File: config.mk
export PLATFORM = sky130hd
export DESIGN_NAME = microsequencer
export DESIGN_NICKNAME = d
export VERILOG_FILES = /design/src/rtl/useq_pkg.sv /design/src/rtl/microsequencer_ustack.sv /design/src/rtl/microsequencer.sv
export SDC_FILE = /design/constraint.sdc
export NUM_CORES = 1
export LEC_CHECK = 0
export CORE_UTILIZATION = 40
export DETAILED_ROUTE_END_ITERATION = 7
export PLACE_DENSITY = 0.67
export SLEW_MARGIN = 10
export SYNTH_ARGS = -nofsm -noshare
export SYNTH_HDL_FRONTEND = slang
export SYNTH_HIERARCHICAL = 1
export SYNTH_SLANG_ARGS = --single-unit
export TNS_END_PERCENT = 30
File: constraint.sdc
create_clock -name clock -period 3.2 [get_ports clock]
set_input_delay 0.48 -clock clock [delete_from_list [all_inputs] [get_ports clock]]
set_output_delay 0.48 -clock clock [all_outputs]
set_load 0.02 [all_outputs]
File: src/rtl/useq_pkg.sv
// useq_pkg: shared definitions for the microsequencer slice.
//   - useq_mode_e : sequencing mode codes held in the control word.
//   - field width constants and offset helpers. The offsets are functions of
//     ADDR_W/CNT_W so that every parameterisation shares one layout rule.
//   - condition-code bit indices inside cc = {Z,N,C,V}.
package useq_pkg;

  typedef enum logic [2:0] {
    MODE_SEQ    = 3'd0,
    MODE_JUMP   = 3'd1,
    MODE_DISP_I = 3'd2,
    MODE_DISP_S = 3'd3,
    MODE_BRCOND = 3'd4,
    MODE_CALL   = 3'd5,
    MODE_RET    = 3'd6,
    MODE_LOOP   = 3'd7
  } useq_mode_e;

  localparam int MODE_W = 3;
  localparam int CSEL_W = 2;
  localparam int CPOL_W = 1;

  localparam int CC_Z = 3;
  localparam int CC_N = 2;
  localparam int CC_C = 1;
  localparam int CC_V = 0;

  // Control word layout, LSB first: db | mode | csel | cpol | lcnt | eu.
  function automatic int mode_lsb(input int addr_w);
    return addr_w;
  endfunction

  function automatic int csel_lsb(input int addr_w);
    return addr_w + MODE_W;
  endfunction

  function automatic int cpol_lsb(input int addr_w);
    return addr_w + MODE_W + CSEL_W;
  endfunction

  function automatic int lcnt_lsb(input int addr_w);
    return addr_w + MODE_W + CSEL_W + CPOL_W;
  endfunction

  function automatic int eu_lsb(input int addr_w, input int cnt_w);
    return lcnt_lsb(addr_w) + cnt_w;
  endfunction

  function automatic int cw_width(input int addr_w, input int eu_w, input int cnt_w);
    return eu_lsb(addr_w, cnt_w) + eu_w;
  endfunction

endpackage

File: src/rtl/microsequencer_ustack.sv
// ustack: DEPTH x WIDTH return-address LIFO for micro-subroutines.
// Ports:
//   clock, reset : rising-edge clock, synchronous active-high reset (clears sp)
//   push, pop    : stack operations; push ignored when full, pop when empty
//   din          : value pushed
//   top          : most recently pushed entry (undefined when empty)
//   sp           : occupancy 0..DEPTH
//   full, empty  : occupancy flags
module ustack
  import useq_pkg::*;
#(
  parameter  int DEPTH = 4,
  parameter  int WIDTH = 5,
  localparam int IDX_W = $clog2(DEPTH),
  localparam int SP_W  = $clog2(DEPTH) + 1
) (
  input  logic             clock,
  input  logic             reset,
  input  logic             push,
  input  logic             pop,
  input  logic [WIDTH-1:0] din,
  output logic [WIDTH-1:0] top,
  output logic [SP_W-1:0]  sp,
  output logic             full,
  output logic             empty
);

  logic [WIDTH-1:0] mem_r [DEPTH];
  logic [SP_W-1:0]  sp_r;
  logic [IDX_W-1:0] wr_idx_s;
  logic [IDX_W-1:0] rd_idx_s;
  logic             do_push_s;
  logic             do_pop_s;

  assign full      = (sp_r == SP_W'(DEPTH));
  assign empty     = (sp_r == {SP_W{1'b0}});
  assign do_push_s = push & ~full;
  assign do_pop_s  = pop & ~empty;

  // DEPTH is a power of two, so the low bits of sp address the next free
  // slot; when full they wrap to 0 and rd_idx wraps to DEPTH-1 as needed.
  assign wr_idx_s = sp_r[IDX_W-1:0];
  assign rd_idx_s = wr_idx_s - IDX_W'(1);
  assign top      = mem_r[rd_idx_s];
  assign sp       = sp_r;

  // Occupancy counter.
  always_ff @(posedge clock) begin
    if (reset) begin
      sp_r <= {SP_W{1'b0}};
    end else if (do_push_s) begin
      sp_r <= sp_r + SP_W'(1);
    end else if (do_pop_s) begin
      sp_r <= sp_r - SP_W'(1);
    end
  end

  // Entry storage; contents need no reset because sp gates every read.
  always_ff @(posedge clock) begin
    if (do_push_s) begin
      mem_r[wr_idx_s] <= din;
    end
  end

endmodule

File: src/rtl/microsequencer.sv
// microsequencer: next micro-address generator plus control-word register.
// Ports:
//   clock, reset : rising-edge clock, synchronous active-high reset
//   rom_addr     : combinational address presented to the control ROM
//   rom_data     : control word read combinationally at rom_addr
//   ib, sb       : primary/secondary dispatch addresses from the decoder
//   cc           : condition codes {Z,N,C,V}
//   stall        : freezes every register and suppresses stack/counter updates
//   eucntl       : EU field of the registered control word
//   eucntl_valid : eucntl is to be executed this cycle (not stalled)
//   fault        : sticky stack overflow/underflow indication
//   sp           : return stack occupancy
module microsequencer
  import useq_pkg::*;
#(
  parameter  int ADDR_W      = 5,
  parameter  int EU_W        = 18,
  parameter  int CNT_W       = 4,
  parameter  int STACK_DEPTH = 4,
  localparam int CW_W        = cw_width(ADDR_W, EU_W, CNT_W),
  localparam int SP_W        = $clog2(STACK_DEPTH) + 1
) (
  input  logic              clock,
  input  logic              reset,
  output logic [ADDR_W-1:0] rom_addr,
  input  logic [CW_W-1:0]   rom_data,
  input  logic [ADDR_W-1:0] ib,
  input  logic [ADDR_W-1:0] sb,
  input  logic [3:0]        cc,
  input  logic              stall,
  output logic [EU_W-1:0]   eucntl,
  output logic              eucntl_valid,
  output logic              fault,
  output logic [SP_W-1:0]   sp
);

  localparam int MODE_LSB = mode_lsb(ADDR_W);
  localparam int CSEL_LSB = csel_lsb(ADDR_W);
  localparam int CPOL_LSB = cpol_lsb(ADDR_W);
  localparam int LCNT_LSB = lcnt_lsb(ADDR_W);
  localparam int EU_LSB   = eu_lsb(ADDR_W, CNT_W);

  localparam logic [ADDR_W-1:0] ADDR_ZERO = {ADDR_W{1'b0}};
  localparam logic [CNT_W-1:0]  CNT_ZERO  = {CNT_W{1'b0}};

  // Architectural state.
  logic [CW_W-1:0]   cw_r;
  logic [ADDR_W-1:0] upc_r;
  logic [CNT_W-1:0]  cnt_r;
  logic              fault_r;

  // Decoded fields of the current control word.
  logic [ADDR_W-1:0] db_s;
  useq_mode_e        mode_s;
  logic [1:0]        csel_s;
  logic              cpol_s;
  logic [CNT_W-1:0]  lcnt_s;

  logic [ADDR_W-1:0] seq_s;
  logic              cond_s;
  logic [ADDR_W-1:0] addr_s;
  logic [ADDR_W-1:0] rom_addr_s;
  logic [CNT_W-1:0]  cnt_next_s;
  logic              push_req_s;
  logic              pop_req_s;
  logic              fault_set_s;
  logic              push_s;
  logic              pop_s;

  logic [ADDR_W-1:0] stk_top_s;
  logic              stk_full_s;
  logic              stk_empty_s;

  assign db_s   = cw_r[ADDR_W-1:0];
  assign mode_s = useq_mode_e'(cw_r[MODE_LSB +: MODE_W]);
  assign csel_s = cw_r[CSEL_LSB +: CSEL_W];
  assign cpol_s = cw_r[CPOL_LSB];
  assign lcnt_s = cw_r[LCNT_LSB +: CNT_W];

  assign seq_s  = upc_r + ADDR_W'(1);
  assign cond_s = cc[csel_s] ^ cpol_s;

  // Next-address selection and stack/fault requests for the current word.
  always_comb begin
    addr_s      = seq_s;
    push_req_s  = 1'b0;
    pop_req_s   = 1'b0;
    fault_set_s = 1'b0;
    case (mode_s)
      MODE_SEQ:    addr_s = seq_s;
      MODE_JUMP:   addr_s = db_s;
      MODE_DISP_I: addr_s = ib;
      MODE_DISP_S: addr_s = sb;
      MODE_BRCOND: begin
        if (cond_s) begin
          addr_s = db_s;
        end else begin
          addr_s = seq_s;
        end
      end
      MODE_CALL: begin
        // Overflow still takes the jump; only the push is lost.
        addr_s = db_s;
        if (stk_full_s) begin
          fault_set_s = 1'b1;
        end else begin
          push_req_s = 1'b1;
        end
      end
      MODE_RET: begin
        // Underflow restarts microcode at address 0.
        if (stk_empty_s) begin
          addr_s      = ADDR_ZERO;
          fault_set_s = 1'b1;
        end else begin
          addr_s    = stk_top_s;
          pop_req_s = 1'b1;
        end
      end
      MODE_LOOP: begin
        if (cnt_r != CNT_ZERO) begin
          addr_s = db_s;
        end else begin
          addr_s = seq_s;
        end
      end
      default: addr_s = seq_s;
    endcase
  end

  // Loop counter: LOOP decrements towards zero; any other word with a
  // non-zero lcnt field preloads the counter.
  always_comb begin
    cnt_next_s = cnt_r;
    if (mode_s == MODE_LOOP) begin
      if (cnt_r != CNT_ZERO) begin
        cnt_next_s = cnt_r - CNT_W'(1);
      end else begin
        cnt_next_s = cnt_r;
      end
    end else if (lcnt_s != CNT_ZERO) begin
      cnt_next_s = lcnt_s;
    end else begin
      cnt_next_s = cnt_r;
    end
  end

  // Reset forces the ROM address to 0 so word 0 is fetched on the first
  // edge after reset is released.
  always_comb begin
    if (reset) begin
      rom_addr_s = ADDR_ZERO;
    end else begin
      rom_addr_s = addr_s;
    end
  end

  assign push_s = push_req_s & ~stall & ~reset;
  assign pop_s  = pop_req_s & ~stall & ~reset;

  // Control word, micro-PC, loop counter and sticky fault; stall holds all.
  always_ff @(posedge clock) begin
    if (reset) begin
      cw_r    <= {CW_W{1'b0}};
      upc_r   <= {ADDR_W{1'b1}};
      cnt_r   <= CNT_ZERO;
      fault_r <= 1'b0;
    end else if (!stall) begin
      cw_r    <= rom_data;
      upc_r   <= rom_addr_s;
      cnt_r   <= cnt_next_s;
      fault_r <= fault_r | fault_set_s;
    end
  end

  ustack #(
    .DEPTH(STACK_DEPTH),
    .WIDTH(ADDR_W)
  ) u_stack (
    .clock(clock),
    .reset(reset),
    .push (push_s),
    .pop  (pop_s),
    .din  (seq_s),
    .top  (stk_top_s),
    .sp   (sp),
    .full (stk_full_s),
    .empty(stk_empty_s)
  );

  assign rom_addr     = rom_addr_s;
  assign eucntl       = cw_r[EU_LSB +: EU_W];
  assign eucntl_valid = ~stall;
  assign fault        = fault_r;

endmodule

==> flow_summary.yaml, run 1 <==
clock_network:
  worstSkewPairLatency_ps: 340
  clk_pin_slew_worst_paths_ps: 70
  numClockSinks: 66
  ctsLongestPathBuffers: 2
  clock_tree.htree_level_count: 3
  postCtsHoldBufs: 0
  cts_tree: "yes"
  clockRootBuffer: "sky130_fd_sc_hd__clkbuf_8"
  tritoncts.num_buffers: 9
synth:
  netlist_instances: 330
  synth_largest_type_area_fraction: 0.273
  synth.top_cells.by_area: "sky130_fd_sc_hd__dfxtp_1, sky130_fd_sc_hd__edfxtp_1, sky130_fd_sc_hd__mux2i_1, sky130_fd_sc_hd__nor2_1, sky130_fd_sc_hd__buf_4"
  synth_cell_types: 52
  synth.largest_area_cell: "sky130_fd_sc_hd__dfxtp_1"
  mappedNetlistNets: 388
  synthArstFlopShare: 0
  synth.yosys.seq_area_share: 0.450
  top_cells_by_count_synth: "sky130_fd_sc_hd__dfxtp_1, sky130_fd_sc_hd__nor2_1, sky130_fd_sc_hd__mux2i_1"
  mean_instance_size_in_the_synthesized_netlist_um2: 10.2
  synth_most_common_cell: "sky130_fd_sc_hd__dfxtp_1"
  netlist_area_mm2: 0.00338
  synth_enable_flop_cells: 20
  yosys_register_bits: 66
  ys_warn_count: 6
  postSynth.topFlopCell: "sky130_fd_sc_hd__dfxtp_1"
critical_path:
  worst_setup_path_end_kind: "primary output"
  cp_num_buf_inv: 2
  regToRegStartpoint: "cw_r[7]$_SDFFE_PP0N_"
  worst_path_largest_cell_delay_ps: 530
  critical_path.slowest_cell: "sky130_fd_sc_hd__mux4_2"
  worst_setup_path_startpoint: "cc[3]"
  worstPathArrival_ps: 2640
  criticalPathCategory: "input port to primary output"
  worstPathCellList: "clkdlybuf4s50_1 > mux4_2 > xnor2_4 > o21a_1 > a211oi_1 > nor3b_1 > dlygate4sd2_1"
  path_max_fanout: 8
  cpLargestDelayFamily: "buffers and inverters"
  worstSetupStartpointType: "input port"
  required_time_worst_endpoint_ps: 2720
timing:
  pin_slew_with_the_least_headroom_to_its_limit_ps: 661
  layout_min_cycle_time_ps: 3120
  slew-limit-headroom: 0.559
  fin_worst_skew_ps: 4.16
  setup-tns-final_ps: 0
  hold_ws_ps: 484
  setup_viol: 0
  slew_violations: 0
  rsz0062_at_grt: "true"
  hold_viol_final: 0
  post-route-period-util: 0.975
  fmax_mhz: 320
place:
  gp_congestion: 0.807
  port_buffers: 77
  place.detailed.hpwl_um: 5270
  placed_cells: 492
detailed_routing:
  dr_total_vias: 2581
  drt_pass1_iterations: 4
  met3_wirelength_um: 363
  dr.max_layer_used: "met4"
  wl_per_cell_um: 14.3
  met2RoutedLength_um: 3560
  drt_iter0_markers: 119
  avgViaCountPerCell: 5.08
  met1Wirelength_um: 3230
  antenna_left: 0
  drc: 0
  finalWirelength_um: 7250
pwr:
  power.density_cell_area_mw_per_mm2: 462
  power.total_uw: 2030
  leakagePower_uw: 0.00174
  ir_worst_vdd_mv: 0.249
floorplanning:
  placeable_area_mm2: 0.00818
  die_y_um: 93.9
  row_count: 33
  initial_cell_density_of_the_core: 0.413
  die_span_in_x_um: 93.9
  io-pin-count: 78
  fp.dieArea_mm2: 0.00882
global_route:
  grt_first_pass_wirelength_um: 12000
  antenna_found_initial: 0
  grt_start_max_net_pins: 53
  first_global_vias: 2475
  groute.usage.overall: 0.180
  overflow: 0
layout:
  multi_input_area_mm2: 0.00161
  seqCellArea_mm2: 0.00152
  area.growth.synth_to_final_pct: 29.9
  filler_cell_count: 741
  finalNetCount: 456
  drive_above_1_share: 0.127
  utilization: 0.537
  diodes: 0
  instances_no_fill: 508
min_path:
  origin_of_the_worst_min_delay_path: "fault$_SDFFE_PP0N_"
  worstHoldPathType: "flip-flop to flip-flop"
flow_run:
  max_cap_viol_count: 0
run_status:
  status: "completed"
[path summary, 6_finish.rpt]
check,endpoint,slack (ps),depth (start not counted)
max,rom_addr[3],80,7
min,fault$_SDFFE_PP0N_,480,2
max reg2reg,u_stack/sp[2]$_SDFFE_PP0P_,560,8
min reg2reg,fault$_SDFFE_PP0N_,480,2
[stage by stage]
step | cell area [µm²] | worst slack, ps
after floorplan | 3380 | 57.0
after global placement | 4180 | -161
after detailed placement | 4180 | -215
after CTS | 4390 | 76.6
after global routing | 4390 | -33.8
final | 4390 | 78.6
[flip-flops by register name (all words and copies together), names as in the netlist]
register       cells
cw_r              33
u_stack/mem_r     20
upc_r              5
cnt_r              4
u_stack/sp         3
fault              1
[worst min-delay path: cells and delay by family (launching register included)]
family | cells | cell delay, ps
flip-flops | 1 | 330
AO/OA/AOI/OAI | 1 | 50
AND/OR/NAND/NOR | 1 | 70
[metal layers]
layer	up-vias	global-route usage
met1	1218	0.220
met2	58	0.303
met4	0	0.0705
li1	1294	-
met5	-	0
met3	11	0.0461
[power breakdown]
group,internal (µW),switching (µW),total (µW)
clock network,433,304,737
registers,908,28.2,936
logic,177,176,353
total,1520,508,2030
[area by class of cell]
type	count	share of cell area
Tap cell	105	0.0299
Sequential cell	66	0.347
Clock inverter	6	0.0185
Clock buffer	10	0.0291
Timing Repair Buffer	92	0.197
Inverter	13	0.0111
Multi-Input combinational cell	216	0.368
[cell families after synthesis]
kind of cell,after synthesis,synth area share
adders and majority gates,8,0.0296
buffers and inverters,48,0.0756
and+or+nand+nor,114,0.174
xor gates and xnor gates,5,0.0185
DFF,66,0.450
muxes,43,0.150
AOI/OAI and AO/OA,46,0.102
[cells in the final DEF (no fill, tap or decap), drive strengths merged, types with 5 or more instances in the layout]
master         count
nand3              5
a21oi             10
ha                 8
dfxtp             46
o31ai              5
clkdlybuf4s50     70
o21ai              9
nor2              41
nor2b              6
edfxtp            20
mux4               6
mux2i             36
buf               17
inv               13
clkbuf            11
a211oi             5
nor3b              5
a221oi             5
and2               7
nor3               8
nand2             22
[what timing repair did]
| action | in CTS | in global routing |
|---|---|---|
| setup endpoints to repair | 5 | 4 |
| resized for setup | 6 | 4 |
| buffers inserted | 0 | 0 |
No activity file was read; power rests on OpenSTA's default activity.
==> inputs of run 2 (changes only) <==
SYNTH_HIERARCHICAL = not set   (was 1)
==> run 2 against run 1 <==
Against the previous run:
- hold slack better by 11 ps
- synthesized area is 3.7% lower
- sequential share of layout area is 0.91 points higher
- critical path depth is 1 higher
- combinational power is 10% higher
- critical endpoint is now rom_addr[2]
- highest routed layer unchanged
==> flow_summary.yaml, run 2 <==
synth:
  synth_compound_gate_area_share: 0.110
  post_synth_xor_area_fraction: 0.0188
  fraction_of_the_mapped_netlist_area_in_adder_cells: 0.0292
  synth_most_common_cell: "sky130_fd_sc_hd__nor2_1"
  netlist_area_mm2: 0.00325
  simple_gate_fraction_of_synth_area: 0.122
  ys_warn_count: 0
  netlist_instances: 313
  synth.yosys.seq_area_share: 0.468
  yosys_register_bits: 66
  synth.largest_area_cell: "sky130_fd_sc_hd__dfxtp_1"
  synth_largest_type_area_fraction: 0.283
  postSynth.topFlopCell: "sky130_fd_sc_hd__dfxtp_1"
  dominant_combinational_cell_family_by_area_after_synthesis: "multiplexers"
  synth_enable_flop_cells: 20
  synth.top_cells.by_area: "sky130_fd_sc_hd__dfxtp_1, sky130_fd_sc_hd__edfxtp_1, sky130_fd_sc_hd__mux2i_1, sky130_fd_sc_hd__nor2_1, sky130_fd_sc_hd__buf_4"
  share_of_synthesized_area_spent_on_multiplexers: 0.171
  mean_instance_size_in_the_synthesized_netlist_um2: 10.4
  top_cells_by_count_synth: "sky130_fd_sc_hd__nor2_1, sky130_fd_sc_hd__dfxtp_1, sky130_fd_sc_hd__mux2i_1"
  synthArstFlopShare: 0
  mappedNetlistNets: 370
  synth_cell_types: 45
critical_path:
  worstPathCellList: "inv_1 > ha_2 > mux4_2 > a222oi_1 > o21ai_1 > a221oi_2 > nor2_1 > dlygate4sd2_1"
  criticalPathCategory: "flip-flop to primary output"
  critical_path.slowest_cell: "sky130_fd_sc_hd__ha_2"
  worst_setup_path_end_kind: "primary output"
  worstPathArrival_ps: 2570
  required_time_worst_endpoint_ps: 2720
  worstSetupStartpointType: "flip-flop"
  reg2reg_setup_slack_ps: 800
  worst_path_largest_cell_delay_ps: 400
  path_max_fanout: 5
detailed_routing:
  dr_total_vias: 2493
  wl_per_cell_um: 14.6
  drt_pass1_iterations: 4
  drt_iter0_markers: 92
  antenna_left: 0
  finalWirelength_um: 7150
  avgViaCountPerCell: 5.10
  drc: 0
clock_network:
  clk_pin_slew_worst_paths_ps: 70
  clock_tree.htree_level_count: 3
  cts_tree: "yes"
  tritoncts.num_buffers: 9
  ctsLongestPathBuffers: 2
  worstSkewPairLatency_ps: 340
  clockRootBuffer: "sky130_fd_sc_hd__clkbuf_8"
  postCtsHoldBufs: 0
  numClockSinks: 66
global_route:
  overflow: 0
  antenna_found_initial: 0
  first_global_vias: 2437
  grt_start_max_net_pins: 39
  groute.usage.overall: 0.182
  grt_first_pass_wirelength_um: 11900
place:
  place.detailed.hpwl_um: 5230
  port_buffers: 77
  gp_congestion: 0.848
  placed_cells: 473
layout:
  instances_no_fill: 489
  utilization: 0.547
  top_regs: "cw_r (33), u_stack.mem_r (20), upc_r (5)"
  largest_register: "cw_r"
  largest_reg_flops: 33
  diodes: 0
  commonest_cells_after_routing_fill_and_taps_aside: "sky130_fd_sc_hd__clkdlybuf4s50_1, sky130_fd_sc_hd__nor2_1, sky130_fd_sc_hd__dfxtp_1"
  final_common_cell: "sky130_fd_sc_hd__clkdlybuf4s50_1"
  drive_above_1_share: 0.129
  area.growth.synth_to_final_pct: 31.3
  finalNetCount: 439
floorplanning:
  io-pin-count: 78
  initial_cell_density_of_the_core: 0.417
  row_count: 32
  die_span_in_x_um: 92.2
  die_y_um: 92.2
  fp.dieArea_mm2: 0.00850
  placeable_area_mm2: 0.00781
run_status:
  status: "completed"
timing:
  setup-tns-final_ps: 0
  fin_worst_skew_ps: 9.76
  post-route-period-util: 0.952
  fmax_mhz: 328
  hold_viol_final: 0
  rsz0062_at_grt: "false"
  slew-limit-headroom: 0.593
  setup_viol: 0
  slew_violations: 0
  layout_min_cycle_time_ps: 3050
  pin_slew_with_the_least_headroom_to_its_limit_ps: 611
flow_run:
  max_cap_viol_count: 0
min_path:
  worstHoldPathType: "input port to flip-flop"
pwr:
  ir_worst_vdd_mv: 0.295
  leakagePower_uw: 0.00173
  power.density_cell_area_mw_per_mm2: 486
[run 2: logic make-up (layout without fill, tap and decap cells)]
family / after synthesis / in the layout
flip-flops: 66 / 66
AND/OR/NAND/NOR: 86 / 86
XOR/XNOR: 7 / 7
adder cells (fa/ha/maj): 7 / 7
multiplexers: 48 / 48
AO/OA/AOI/OAI: 49 / 49
buffers and inverters: 50 / 124
[run 2: worst max-delay path, delay by kind of cell, from the launching register on]
| family | cells | cell delay, ps |
|---|---|---|
| mux | 1 | 330 |
| fa+ha+maj | 1 | 400 |
| simple gates | 1 | 80 |
| buf+inv | 2 | 410 |
| flops | 1 | 330 |
| compound gates | 3 | 690 |
[run 2: area by class of cell]
class                           instances  area, µm²
Clock inverter                          6       81.3
Fill cell                             726       3530
Timing Repair Buffer                   94        886
Clock buffer                           10        128
Multi-Input combinational cell        197       1480
Tap cell                              102        128
Sequential cell                        66       1520
Inverter                               14       52.6
[run 2: stage by stage]
stage	hold WS (ps)	worst slack (ps)	area [µm²]	power (µW)
after global routing	485	26.3	4270	2180
final	495	154	4270	2080
after floorplan	461	378	3250	1190
after global placement	474	58.6	4060	1350
after detailed placement	487	51.1	4060	1350
after CTS	484	2.75	4270	2100
[run 2: final timing paths]
path	to	cells past startpoint	startpoint
max	rom_addr[2]	8	u_stack.sp[0]$_SDFFE_PP0P_
min	cw_r[22]$_SDFFE_PP0N_	2	reset
max reg2reg	u_stack.sp[2]$_SDFFE_PP0P_	8	cw_r[7]$_SDFFE_PP0N_
min reg2reg	cw_r[32]$_SDFFE_PP0N_	2	cw_r[32]$_SDFFE_PP0N_
[run 2: where the power goes]
group | total (µW) | switching, µW | internal (µW)
sequential | 941 | 29.9 | 912
clock | 746 | 312 | 434
combinational | 389 | 186 | 204
[run 2: metal layers]
layer,share of wire,GRT usage
met5,0,0
met4,0.010,0.0482
met3,0.088,0.0755
met2,0.47,0.290
met1,0.43,0.227
[run 2: repair_timing]
item,CTS,global route
resized for setup,6,1
endpoints found under the setup margin,5,1
setup buffers,0,0
==> inputs of run 3 (changes only) <==
PLACE_DENSITY = 0.65   (was 0.67)
clock period = 2.9 ns   (was 3.2 ns; I/O delays follow)
==> run 3 against run 2 <==
Against the previous run:
- the flow now finishes with violations (negative setup slack)
- sequential power grew 11%
- clock power grew 41%
- critical path type unchanged
- cell count grew 4.7%
- core utilization grew 3.7 points
- register-to-register slack lost 710 ps
- power grew 26%
==> flow_summary.yaml, run 3 (synthesis results as in run 2) <==
run_status:
  status: "complete, but fails checks"
  violated_checks: "negative setup slack"
timing:
  fin_worst_skew_ps: 9.04
  rsz0062_at_grt: "true"
  hold_viol_final: 0
  slew_violations: 0
  final_critical_path_setup_slack_ps: -50.3
  post-route-period-util: 1.02
  setup_viol: 1
  pin_slew_with_the_least_headroom_to_its_limit_ps: 524
  layout_min_cycle_time_ps: 2950
  hold_ws_ps: 453
  slew-limit-headroom: 0.648
  fmax_mhz: 339
flow_run:
  max_cap_viol_count: 0
global_route:
  first_global_vias: 2645
  overflow: 0
  groute.usage.overall: 0.193
  grt_start_max_net_pins: 42
  grt_first_pass_wirelength_um: 12700
  antenna_found_initial: 0
layout:
  diodes: 0
  drive_above_1_share: 0.215
  final_common_cell: "sky130_fd_sc_hd__clkdlybuf4s50_1"
  commonest_cells_after_routing_fill_and_taps_aside: "sky130_fd_sc_hd__clkdlybuf4s50_1, sky130_fd_sc_hd__nor2_1, sky130_fd_sc_hd__dfxtp_1"
  largest_register: "cw_r"
  stdcell_area_mm2: 0.00456
  utilization: 0.585
  top_regs: "cw_r (33), u_stack.mem_r (20), upc_r (5)"
  finalNetCount: 462
  area.growth.synth_to_final_pct: 40.3
  largest_reg_flops: 33
clock_network:
  cts_tree: "yes"
  postCtsHoldBufs: 0
  worstSkewPairLatency_ps: 340
  clk_pin_slew_worst_paths_ps: 80
  numClockSinks: 66
  tritoncts.num_buffers: 9
  clock_tree.htree_level_count: 3
  ctsLongestPathBuffers: 2
  clockRootBuffer: "sky130_fd_sc_hd__clkbuf_8"
floorplanning:
  initial_cell_density_of_the_core: 0.417
  placeable_area_mm2: 0.00781
  fp.dieArea_mm2: 0.00850
  row_count: 32
  io-pin-count: 78
  die_span_in_x_um: 92.2
  die_y_um: 92.2
critical_path:
  worst_setup_path_end_kind: "primary output"
  worstSetupStartpointType: "flip-flop"
  worstPathArrival_ps: 2520
  rr_endpoint: "upc_r[2]$_SDFFE_PP1N_"
  worst_setup_path_startpoint: "u_stack.sp[0]$_SDFFE_PP0P_"
  regToRegStartpoint: "u_stack.sp[0]$_SDFFE_PP0P_"
  criticalPathCategory: "flip-flop to primary output"
  timing.critical_path.to: "rom_addr[2]"
  required_time_worst_endpoint_ps: 2470
  worst-r2r-cell-count: 16
  reg2reg_setup_slack_ps: 90
  path_max_fanout: 5
place:
  place.detailed.hpwl_um: 5420
  gp_congestion: 0.905
  dpl-instance-area_mm2: 0.00415
  port_buffers: 77
min_path:
  whs_path_depth: 2
  worstHoldPathType: "input port to flip-flop"
detailed_routing:
  antenna_left: 0
  wl_per_cell_um: 15.3
  avgViaCountPerCell: 5.21
  drt_pass1_iterations: 4
  drt_iter0_markers: 127
  finalWirelength_um: 7840
  drc: 0
  dr_total_vias: 2666
pwr:
  leakagePower_uw: 0.00186
  power.density_cell_area_mw_per_mm2: 575
  ir_worst_vdd_mv: 0.428
[run 3: cell count changes in the layout (fill, tap and decap cells not counted), sizes merged]
cell and change:
clkbuf +2, buf +24, clkinv -3, inv +3, dlymetal6s2s -1, dlygate4sd2 -4
bufinv +2, clkinvlp -1, clkdlybuf4s15 +1
[run 3: stage by stage]
step	power [µW]	setup TNS, ps	instances	setup WS, ps
2_1_floorplan	1320	0	313	123
3_3_place_gp	1510	-652	485	-173
3_5_place_dp	1520	-729	485	-189
4_1_cts	2620	0	511	17.6
5_1_grt	2730	-160	512	-149
6_report	2630	-50.3	512	-50.3
[run 3: how the worst min path moves through the flow]
stage                                      from               endpoint  slack, ps
after global routing                      reset     fault$_SDFFE_PP0N_        440
final                                     reset     fault$_SDFFE_PP0N_        450
after detailed placement  cw_r[28]$_SDFFE_PP0N_  cw_r[28]$_SDFFE_PP0N_        490
after floorplan           cw_r[11]$_SDFFE_PP0N_  cnt_r[0]$_SDFFE_PP0P_        460
after global placement    cw_r[28]$_SDFFE_PP0N_  cw_r[28]$_SDFFE_PP0N_        470
after CTS                                 reset     fault$_SDFFE_PP0N_        420
[run 3: cell type report]
cell class,instances,area (µm²)
Clock buffer,9,124
Clock inverter,7,146
Fill cell,700,3240
Tap cell,102,128
Inverter,14,52.6
Multi-Input combinational cell,197,1510
Sequential cell,66,1530
Timing Repair Buffer,117,1080
[run 3: report_power, final]
group / leakage (µW) / internal (µW) / switching [µW] / total, µW
Combinational: 0.00116 / 298 / 240 / 538
Clock: 0.000135 / 667 / 383 / 1050
Sequential: 0.000561 / 1010 / 33.4 / 1040
Total: 0.00186 / 1970 / 656 / 2630
[run 3: per-layer routing]
layer	up-vias	wire, µm	GRT usage
li1	1286	-	-
met1	1255	3450	0.238
met2	108	3600	0.318
met3	17	601	0.0514
met4	0	189	0.0820
met5	-	0	0
[run 3: timing repair]
action                     4_1_cts  5_1_grt
pin swaps                        2        3
setup endpoints to repair        5        6
setup buffers                   10        2
gates resized for setup         18       23
[run 3: worst max-delay path: stages, from the launching register on]
cell and delay (ps):
sky130_fd_sc_hd__dfxtp_2 360, sky130_fd_sc_hd__inv_2 60, sky130_fd_sc_hd__ha_4 310, sky130_fd_sc_hd__mux4_2 320, sky130_fd_sc_hd__a222oi_1 380, sky130_fd_sc_hd__o21ai_1 160
sky130_fd_sc_hd__a221oi_2 250, sky130_fd_sc_hd__buf_4 170, sky130_fd_sc_hd__nor2_2 30, sky130_fd_sc_hd__buf_6 130
